**src/rtl/ctrl_sequencer_if.sv**
```systemverilog
// Opcode-in / control-word-out bundle for ctrl_sequencer.
// master: instruction fetch side; slave: the sequencer.
interface ctrl_sequencer_if #(
  parameter int unsigned OPW   = 3,
  parameter int unsigned CNT_W = 8
);
  logic             in_valid;
  logic             in_ready;
  logic [OPW-1:0]   opcode;
  logic             resume;
  logic             ctl_valid;
  logic             bez;
  logic             ja;
  logic             op1;
  logic [1:0]       op2;
  logic             writeReg;
  logic             writex8;
  logic [1:0]       x8Sel;
  logic             mem_busy;
  logic             halted;
  logic             illegal;
  logic [CNT_W-1:0] retired;

  modport master (
    output in_valid, opcode, resume,
    input  in_ready, ctl_valid, bez, ja, op1, op2, writeReg, writex8, x8Sel,
           mem_busy, halted, illegal, retired
  );

  modport slave (
    input  in_valid, opcode, resume,
    output in_ready, ctl_valid, bez, ja, op1, op2, writeReg, writex8, x8Sel,
           mem_busy, halted, illegal, retired
  );
endinterface

```
**src/rtl/ctrl_sequencer.sv**
```systemverilog
// Registered, handshaked opcode sequencer: one control word per accepted opcode,
// lr/sr delayed by MEM_WAIT cycles, with halt/resume, illegal flag and retire count.
module ctrl_sequencer #(
  parameter int unsigned OPW      = 3,
  parameter int unsigned MEM_WAIT = 2,
  parameter int unsigned CNT_W    = 8
) (
  input logic             clk,
  input logic             rst,
  ctrl_sequencer_if.slave bus
);

  typedef enum logic [1:0] {IDLE, ISSUE, WAIT, HALT} state_t;

  typedef struct packed {
    logic       bez;
    logic       ja;
    logic       op1;
    logic [1:0] op2;
    logic       write_reg;
    logic       writex8;
    logic [1:0] x8sel;
  } cw_t;

  state_t           state_q, state_d;
  cw_t              cw_q, cw_d;
  logic [3:0]       wcnt_q, wcnt_d;
  logic             illegal_q, illegal_d;
  logic [CNT_W-1:0] retired_q;
  logic [2:0]       op_lo;
  logic             accept, legal, is_mem, is_hlt;

  function automatic cw_t decode(input logic [2:0] op);
    cw_t w;
    w = '0;
    case (op)
      3'b000: begin w.bez = 1'b1; w.op2 = 2'd1; end
      3'b001: begin w.writex8 = 1'b1; w.x8sel = 2'd1; end
      3'b010: begin w.ja = 1'b1; w.op1 = 1'b1; w.op2 = 2'd1; end
      3'b011: begin w.writex8 = 1'b1; w.x8sel = 2'd1; end
      3'b100: begin w.writex8 = 1'b1; end
      3'b101: begin w.op1 = 1'b1; w.writex8 = 1'b1; w.x8sel = 2'd2; end
      3'b110: begin w.write_reg = 1'b1; end
      default: w = '0;
    endcase
    return w;
  endfunction

  assign op_lo  = bus.opcode[2:0];
  assign legal  = (bus.opcode >> 3) == '0;
  assign is_mem = (op_lo == 3'b100) || (op_lo == 3'b110);
  assign is_hlt = (op_lo == 3'b111);
  assign accept = bus.in_valid & bus.in_ready;

  always_ff @(posedge clk or posedge rst) begin
    if (rst) state_q <= IDLE;
    else     state_q <= state_d;
  end

  // retired counts on entry to ISSUE so the count already includes the live word
  always_ff @(posedge clk or posedge rst) begin
    if (rst) begin
      cw_q      <= '0;
      wcnt_q    <= '0;
      illegal_q <= 1'b0;
      retired_q <= '0;
    end else begin
      cw_q      <= cw_d;
      wcnt_q    <= wcnt_d;
      illegal_q <= illegal_d;
      if (state_d == ISSUE) retired_q <= retired_q + CNT_W'(1);
    end
  end

  always_comb begin
    state_d   = state_q;
    cw_d      = cw_q;
    wcnt_d    = wcnt_q;
    illegal_d = 1'b0;
    case (state_q)
      IDLE, ISSUE: begin
        state_d = IDLE;
        if (accept) begin
          cw_d   = '0;
          wcnt_d = '0;
          if (!legal) begin
            illegal_d = 1'b1;
          end else if (is_hlt) begin
            state_d = HALT;
          end else begin
            cw_d = decode(op_lo);
            if (is_mem && (MEM_WAIT != 0)) begin
              state_d = WAIT;
              wcnt_d  = 4'(MEM_WAIT);
            end else begin
              state_d = ISSUE;
            end
          end
        end
      end
      WAIT: begin
        wcnt_d = wcnt_q - 4'd1;
        if (wcnt_q == 4'd1) state_d = ISSUE;
      end
      HALT: begin
        if (bus.resume) state_d = IDLE;
      end
      default: state_d = IDLE;
    endcase
  end

  always_comb begin
    bus.in_ready  = (state_q == IDLE) || (state_q == ISSUE);
    bus.ctl_valid = (state_q == ISSUE);
    bus.mem_busy  = (state_q == WAIT);
    bus.halted    = (state_q == HALT);
    bus.illegal   = illegal_q;
    bus.retired   = retired_q;
    bus.bez       = 1'b0;
    bus.ja        = 1'b0;
    bus.op1       = 1'b0;
    bus.op2       = '0;
    bus.writeReg  = 1'b0;
    bus.writex8   = 1'b0;
    bus.x8Sel     = '0;
    // select fields stay visible through WAIT; write enables only in ISSUE
    if ((state_q == ISSUE) || (state_q == WAIT)) begin
      bus.bez = cw_q.bez;
      bus.ja  = cw_q.ja;
      bus.op1 = cw_q.op1;
      bus.op2 = cw_q.op2;
    end
    if (state_q == ISSUE) begin
      bus.writeReg = cw_q.write_reg;
      bus.writex8  = cw_q.writex8;
      bus.x8Sel    = cw_q.x8sel;
    end
  end

endmodule

```
**src/flat_wrapper.sv**
```systemverilog
// flat-port wrapper written by rule: the top's interface ports become plain ports
module ctrl_sequencer_flat 
#(
  parameter int unsigned OPW      = 3,
  parameter int unsigned MEM_WAIT = 2,
  parameter int unsigned CNT_W    = 8
)
  (clk, rst, bus_in_valid, bus_opcode, bus_resume, bus_in_ready, bus_ctl_valid, bus_bez, bus_ja, bus_op1, bus_op2, bus_writeReg, bus_writex8, bus_x8Sel, bus_mem_busy, bus_halted, bus_illegal, bus_retired);
  ctrl_sequencer_if #(.OPW(OPW), .CNT_W(CNT_W)) bus_i ();
  input logic clk;
  input logic rst;
  input wire logic [$bits(bus_i.in_valid)-1:0] bus_in_valid;
  input wire logic [$bits(bus_i.opcode)-1:0] bus_opcode;
  input wire logic [$bits(bus_i.resume)-1:0] bus_resume;
  output wire logic [$bits(bus_i.in_ready)-1:0] bus_in_ready;
  output wire logic [$bits(bus_i.ctl_valid)-1:0] bus_ctl_valid;
  output wire logic [$bits(bus_i.bez)-1:0] bus_bez;
  output wire logic [$bits(bus_i.ja)-1:0] bus_ja;
  output wire logic [$bits(bus_i.op1)-1:0] bus_op1;
  output wire logic [$bits(bus_i.op2)-1:0] bus_op2;
  output wire logic [$bits(bus_i.writeReg)-1:0] bus_writeReg;
  output wire logic [$bits(bus_i.writex8)-1:0] bus_writex8;
  output wire logic [$bits(bus_i.x8Sel)-1:0] bus_x8Sel;
  output wire logic [$bits(bus_i.mem_busy)-1:0] bus_mem_busy;
  output wire logic [$bits(bus_i.halted)-1:0] bus_halted;
  output wire logic [$bits(bus_i.illegal)-1:0] bus_illegal;
  output wire logic [$bits(bus_i.retired)-1:0] bus_retired;
  assign bus_i.in_valid = bus_in_valid;
  assign bus_i.opcode = bus_opcode;
  assign bus_i.resume = bus_resume;
  assign bus_in_ready = bus_i.in_ready;
  assign bus_ctl_valid = bus_i.ctl_valid;
  assign bus_bez = bus_i.bez;
  assign bus_ja = bus_i.ja;
  assign bus_op1 = bus_i.op1;
  assign bus_op2 = bus_i.op2;
  assign bus_writeReg = bus_i.writeReg;
  assign bus_writex8 = bus_i.writex8;
  assign bus_x8Sel = bus_i.x8Sel;
  assign bus_mem_busy = bus_i.mem_busy;
  assign bus_halted = bus_i.halted;
  assign bus_illegal = bus_i.illegal;
  assign bus_retired = bus_i.retired;
  ctrl_sequencer #(.OPW(OPW), .MEM_WAIT(MEM_WAIT), .CNT_W(CNT_W)) u_core (.clk(clk), .rst(rst), .bus(bus_i));
endmodule
```
**config.mk**
```make
export PLATFORM = sky130hd
export DESIGN_NAME = ctrl_sequencer_flat
export DESIGN_NICKNAME = d
export VERILOG_FILES = /design/src/rtl/ctrl_sequencer_if.sv /design/src/rtl/ctrl_sequencer.sv /design/src/flat_wrapper.sv
export SDC_FILE = /design/constraint.sdc
export NUM_CORES = 1
export LEC_CHECK = 0
export CORE_MARGIN = 5
export CORE_UTILIZATION = 30
export DETAILED_ROUTE_END_ITERATION = 8
export DONT_BUFFER_PORTS = 1
export PLACE_DENSITY_LB_ADDON = 0.15
export SYNTH_ARGS = -nofsm -noshare
export SYNTH_HDL_FRONTEND = slang
export SYNTH_SLANG_ARGS = --single-unit
```
**constraint.sdc**
```tcl
create_clock -name clk -period 3.46 [get_ports clk]
set_clock_uncertainty 0.1 [all_clocks]
set_input_delay 0.173 -clock clk [delete_from_list [all_inputs] [get_ports clk]]
set_output_delay 0.173 -clock clk [all_outputs]
set_load 0.01 [all_outputs]
```
# Yosys cells after proc, flatten, opt, wreduce, memory -nomap -nowiden
# Cells that the tools add are included.
# W data, S select, Z words.
# word_totals
register_bits	23
elab_cells	64
in_bits	7
# op_classes
n_reduce_logical	13
eq_ne	13
n_bitwise	1
add_sub_neg	2
mux	25
# op_table
cell	count
$mux W2	8
$eq A3 B3 Y1 const B	4
$mux W1	11
$mux W9	1
$add A8 B1 Y8 const B	1
$mux W4	2
$pmux W4 S2	1
$reduce_or A2 Y1	4
$eq A3 B2 Y1 const B	2
$pmux W2 S3	1
$eq A2 B1 Y1 const B	2
$eq A2 B2 Y1 const B	2
$eq A4 B1 Y1 const B	1
$pmux W2 S2	1
$reduce_and A2 Y1	2
$reduce_or A4 Y1	1
$sub A4 B1 Y4 const B	1
$eq A3 B1 Y1 const B	1
$logic_not A3 Y1	1
$logic_or A1 B1 Y1	3
$logic_not A2 Y1	1
$ne A2 B1 Y1 const B	1
$reduce_bool A2 Y1	1
$and A1 B1 Y1	1

# Longest topological paths before layout
# logic_depth
depth_word	7
depth_mapped	7
ltp_nobuf	7

# Worst setup path before layout
# Ideal clock, no wire load.
# synth_timing
path_type	reg-to-reg
startpoint	register u_core.state_q[0]
endpoint	register u_core.retired_q[1] (netlist: u_core.bus.retired[1])
setup_slack_ns	1.169
t_arrival_ns	2.064
path_stages_with_launch	7
path_buffers	0
setup_time_ns	0.127
cell_sequence	dfrtp_1 -> inv_1 -> ha_1 -> or2_1 -> or3_4 -> a211oi_4 -> mux2_1
# synth_via
word_cells_on_any_way	12
classes_between	eq/ne (4); mux (4); bitwise (1); reduce/logical (3)
# synth_rtl
element	line_no	text
start, declared	ctrl_sequencer.sv:25	state_t state_q, state_d;
start signal, assigned	ctrl_sequencer.sv:57	else state_q <= state_d;
$eq A2 B2 Y1	n/a	
via bus_mem_busy	flat_wrapper.sv:24	output wire logic [$bits(bus_i.mem_busy)-1:0] bus_mem_busy;
$pmux W2 S3	ctrl_sequencer.sv:80	case (state_q)
$eq A2 B1 Y1	ctrl_sequencer.sv:71	if (state_d == ISSUE) retired_q <= retired_q + CNT_W'(1);
end signal, assigned	ctrl_sequencer.sv:71	
end, declared	ctrl_sequencer.sv:29	logic [CNT_W-1:0] retired_q;
# The timed path passes the listed nets, and every way through them passes these cells.
# A chain may end at the register's enable or synchronous reset.

# Final worst setup path
# Ends and elaborated chain as after synthesis.

==> results.py <==
metrics = {
    "synthesis": {
        "syn_area_sq_um": 1199,
        "ys.flop_type": "dfrtp_1",
        "syn_inst": 119,
        "synth_area_per_cell_sq_um": 10.07,
        "ys_types": 37,
        "synth-seq-cells": 22,
        "synthArstFlopShare": 1.000,
        "synth-seq-area-share": 0.4593,
        "synth_edf_count": 0,
        "yosys_warnings": 0,
    },
    "floorplanning": {
        "die-area_sq_um": 5360,
        "initial_core_util": 0.3040,
        "die_w_microns": 73.21,
        "ios": 29,
        "rows": 23,
        "die_h_microns": 73.21,
        "core_sq_um": 3943,
    },
    "global_routing": {
        "grt_pass1_wl_microns": 4457,
        "grt_max_degree": 23,
        "antenna_found_initial": 0,
        "grtUsageTotal": 0.1065,
        "gr-total-overflow": 0,
        "grt_pass1_vias": 937,
    },
    "cts": {
        "clockRootBuffer": "clkbuf_8",
        "clkSlewWorstSetupHoldPaths_ns": 0.09,
        "cts_setup_buffers": 0,
        "clock_sinks": 22,
        "clk_path_buf_depth": 2,
        "ctsHoldBuffers": 6,
        "cts_resized": 0,
        "clkLatencyLatePin_ns": 0.27,
        "cts_buffers": 3,
        "tritoncts": "done",
        "htreeDepth": 1,
    },
    "power": {
        "cellPowerDensity_nw_per_um2": 628.0,
        "p_leak_uw": 0.0006042,
        "vdd_ir_drop_max_mv": 0.3207,
    },
    "timing": {
        "period_minus_slack_ns": 2.523,
        "holdWs_ns": 0.006424,
        "setup_tns_ns": 0,
        "grt_setup_unrepaired": "no",
        "final-setup-viol-count": 0,
        "worst_pin_slew_ns": 0.8844,
        "period_share": 0.7291,
        "fmax_ghz": 0.3964,
        "slew_headroom": 0.4097,
        "finalHoldViolCount": 0,
        "final_max_slew_viol_count": 0,
        "fin_ws_ns": 0.9375,
    },
    "route": {
        "routed_wl_microns": 2612,
        "drtIter0Drc": 35,
        "detail-route-antenna-nets": 0,
        "wl_per_cell_microns": 14.67,
        "first_pass_iters": 4,
        "vias_per_cell": 4.809,
        "drc": 0,
        "vias": 856,
    },
    "worst_setup_path": {
        "cp.required_ns": 3.52,
        "crit_path_end_kind": "flop",
        "critical_path_arrival_ns": 2.58,
        "worstSetupPathType": "flop to flop",
        "r2r_cells": 6,
        "rrSetupSlack_ns": 0.94,
        "crit_fanout": 8,
        "r2r-end": "u_core.bus.retired[1]",
        "startpoint": "u_core.state_q[0]",
        "r2r_start": "u_core.state_q[0]",
        "worstSetupStartpointType": "flop",
    },
    "layout": {
        "syn_to_final_growth_pct": 14.20,
        "utilization": 0.3472,
        "final_area_sq_um": 1369,
        "diodes": 0,
        "fill_cells": 396,
        "fin_nets": 143,
        "drive_gt1_frac": 0.09375,
    },
    "hold_path": {
        "hp-start": "bus_opcode[2]",
        "whs_path_depth": 2,
        "holdPathEnd": "u_core.cw_q[7]",
        "holdCritPathClass": "input port to flop",
    },
    "placed_design": {
        "dpl_cell_area_sq_um": 1254,
        "dp_worst_setup_slack_ns": 0.9443,
        "port_buffers": 0,
        "place_hpwl_microns": 1861,
        "gp_congestion": 0.7932,
    },
    "flow_run": {
        "drv_cap": 0,
    },
    "outcome": {
        "status": "finished, final reports clean",
    },
}
## cells in the mapped netlist (2+ instances only)
library cell  count  area share
nand2_1          17       0.053
nand3_1           3       0.013
inv_1             8       0.025
mux2_2            2       0.019
buf_4             2       0.013
o31ai_1           2       0.013
nor2_1            2      0.0063
ha_1              7       0.073
o21ai_1           2      0.0084
dfrtp_1          22        0.46
or2_2             2       0.010
and4_1            2       0.015
o21ai_0          10       0.042
and2_1            8       0.042
xnor2_1           6       0.044
nand4_1           3       0.016
## layer usage
metal / vias up / share of wire / GRT usage
li1: 420 / - / -
met1: 415 / 0.45 / 0.1287
met2: 17 / 0.48 / 0.1817
met3: 4 / 0.056 / 0.02755
met4: 0 / 0.010 / 0.03689
met5: - / 0 / 0
## placed cells by master (no fill, tap or decap), types with 3 or more instances in the layout
master         count
and2_1             8
clkbuf_8           4
dfrtp_1           22
dlygate4sd3_1      6
ha_1               7
inv_1              8
nand2_1           17
nand3_1            3
nand4_1            3
o21ai_0           10
xnor2_1            6
## worst max-delay path by stage
stage                            end  slack (ns)  cells past startpoint
2_1_floorplan  u_core.bus.retired[1]        1.17                      6
3_3_place_gp   u_core.bus.retired[1]        0.96                      7
3_5_place_dp   u_core.bus.retired[1]        0.94                      6
4_1_cts        u_core.bus.retired[1]        0.92                      6
5_1_grt        u_core.bus.retired[1]        0.78                      7
6_report       u_core.bus.retired[1]        0.94                      6
## layout make-up
| cell class | instances | area (sq um) | share of cell area |
|---|---|---|---|
| clock buffers | 4 | 55.05 | 0.04022 |
| inverters | 8 | 30.03 | 0.02194 |
| multi-input cells | 87 | 603.1 | 0.4406 |
| flip-flops and latches | 22 | 550.5 | 0.4022 |
| well taps | 50 | 62.56 | 0.04570 |
| repair buffers | 7 | 67.56 | 0.04936 |
## critical path, stage by stage (launching register included)
cell and delay [ns]:
dfrtp_1 0.43, inv_1 0.09, ha_1 0.34, or2_1 0.32
or3_4 0.36, a211oi_4 0.42, mux2_1 0.36
## power breakdown
part | leakage, uW | switching, uW | internal [uW]
Combinational | 0.000287 | 131 | 114
Clock | 0.0000288 | 88.2 | 102
Sequential | 0.000289 | 101 | 323
## registers in the layout, summed over array words and instances (netlist names)
| signal | flops |
|---|---|
| u_core.wcnt_q | 4 |
| u_core.bus.retired | 8 |
| u_core.cw_q | 8 |
| u_core.state_q | 2 |
## per-stage QoR
| step | power [uW] | cells |
|---|---|---|
| 3_3_place_gp | 660.5 | 168 |
| 5_1_grt | 921.5 | 178 |
| 2_1_floorplan | 597.4 | 120 |
| 4_1_cts | 869.0 | 178 |
| 6_report | 859.5 | 178 |
| 3_5_place_dp | 664.9 | 168 |
## logic make-up after synthesis
family | share of synthesized area
simple gates | 0.2109
flops | 0.4593
compound gates | 0.1253
buf+inv | 0.04070
fa+ha+maj | 0.07307
xor+xnor | 0.05115
mux | 0.03653
other cells | 0.003129
Note: power is estimated with default switching activity, not from simulation.
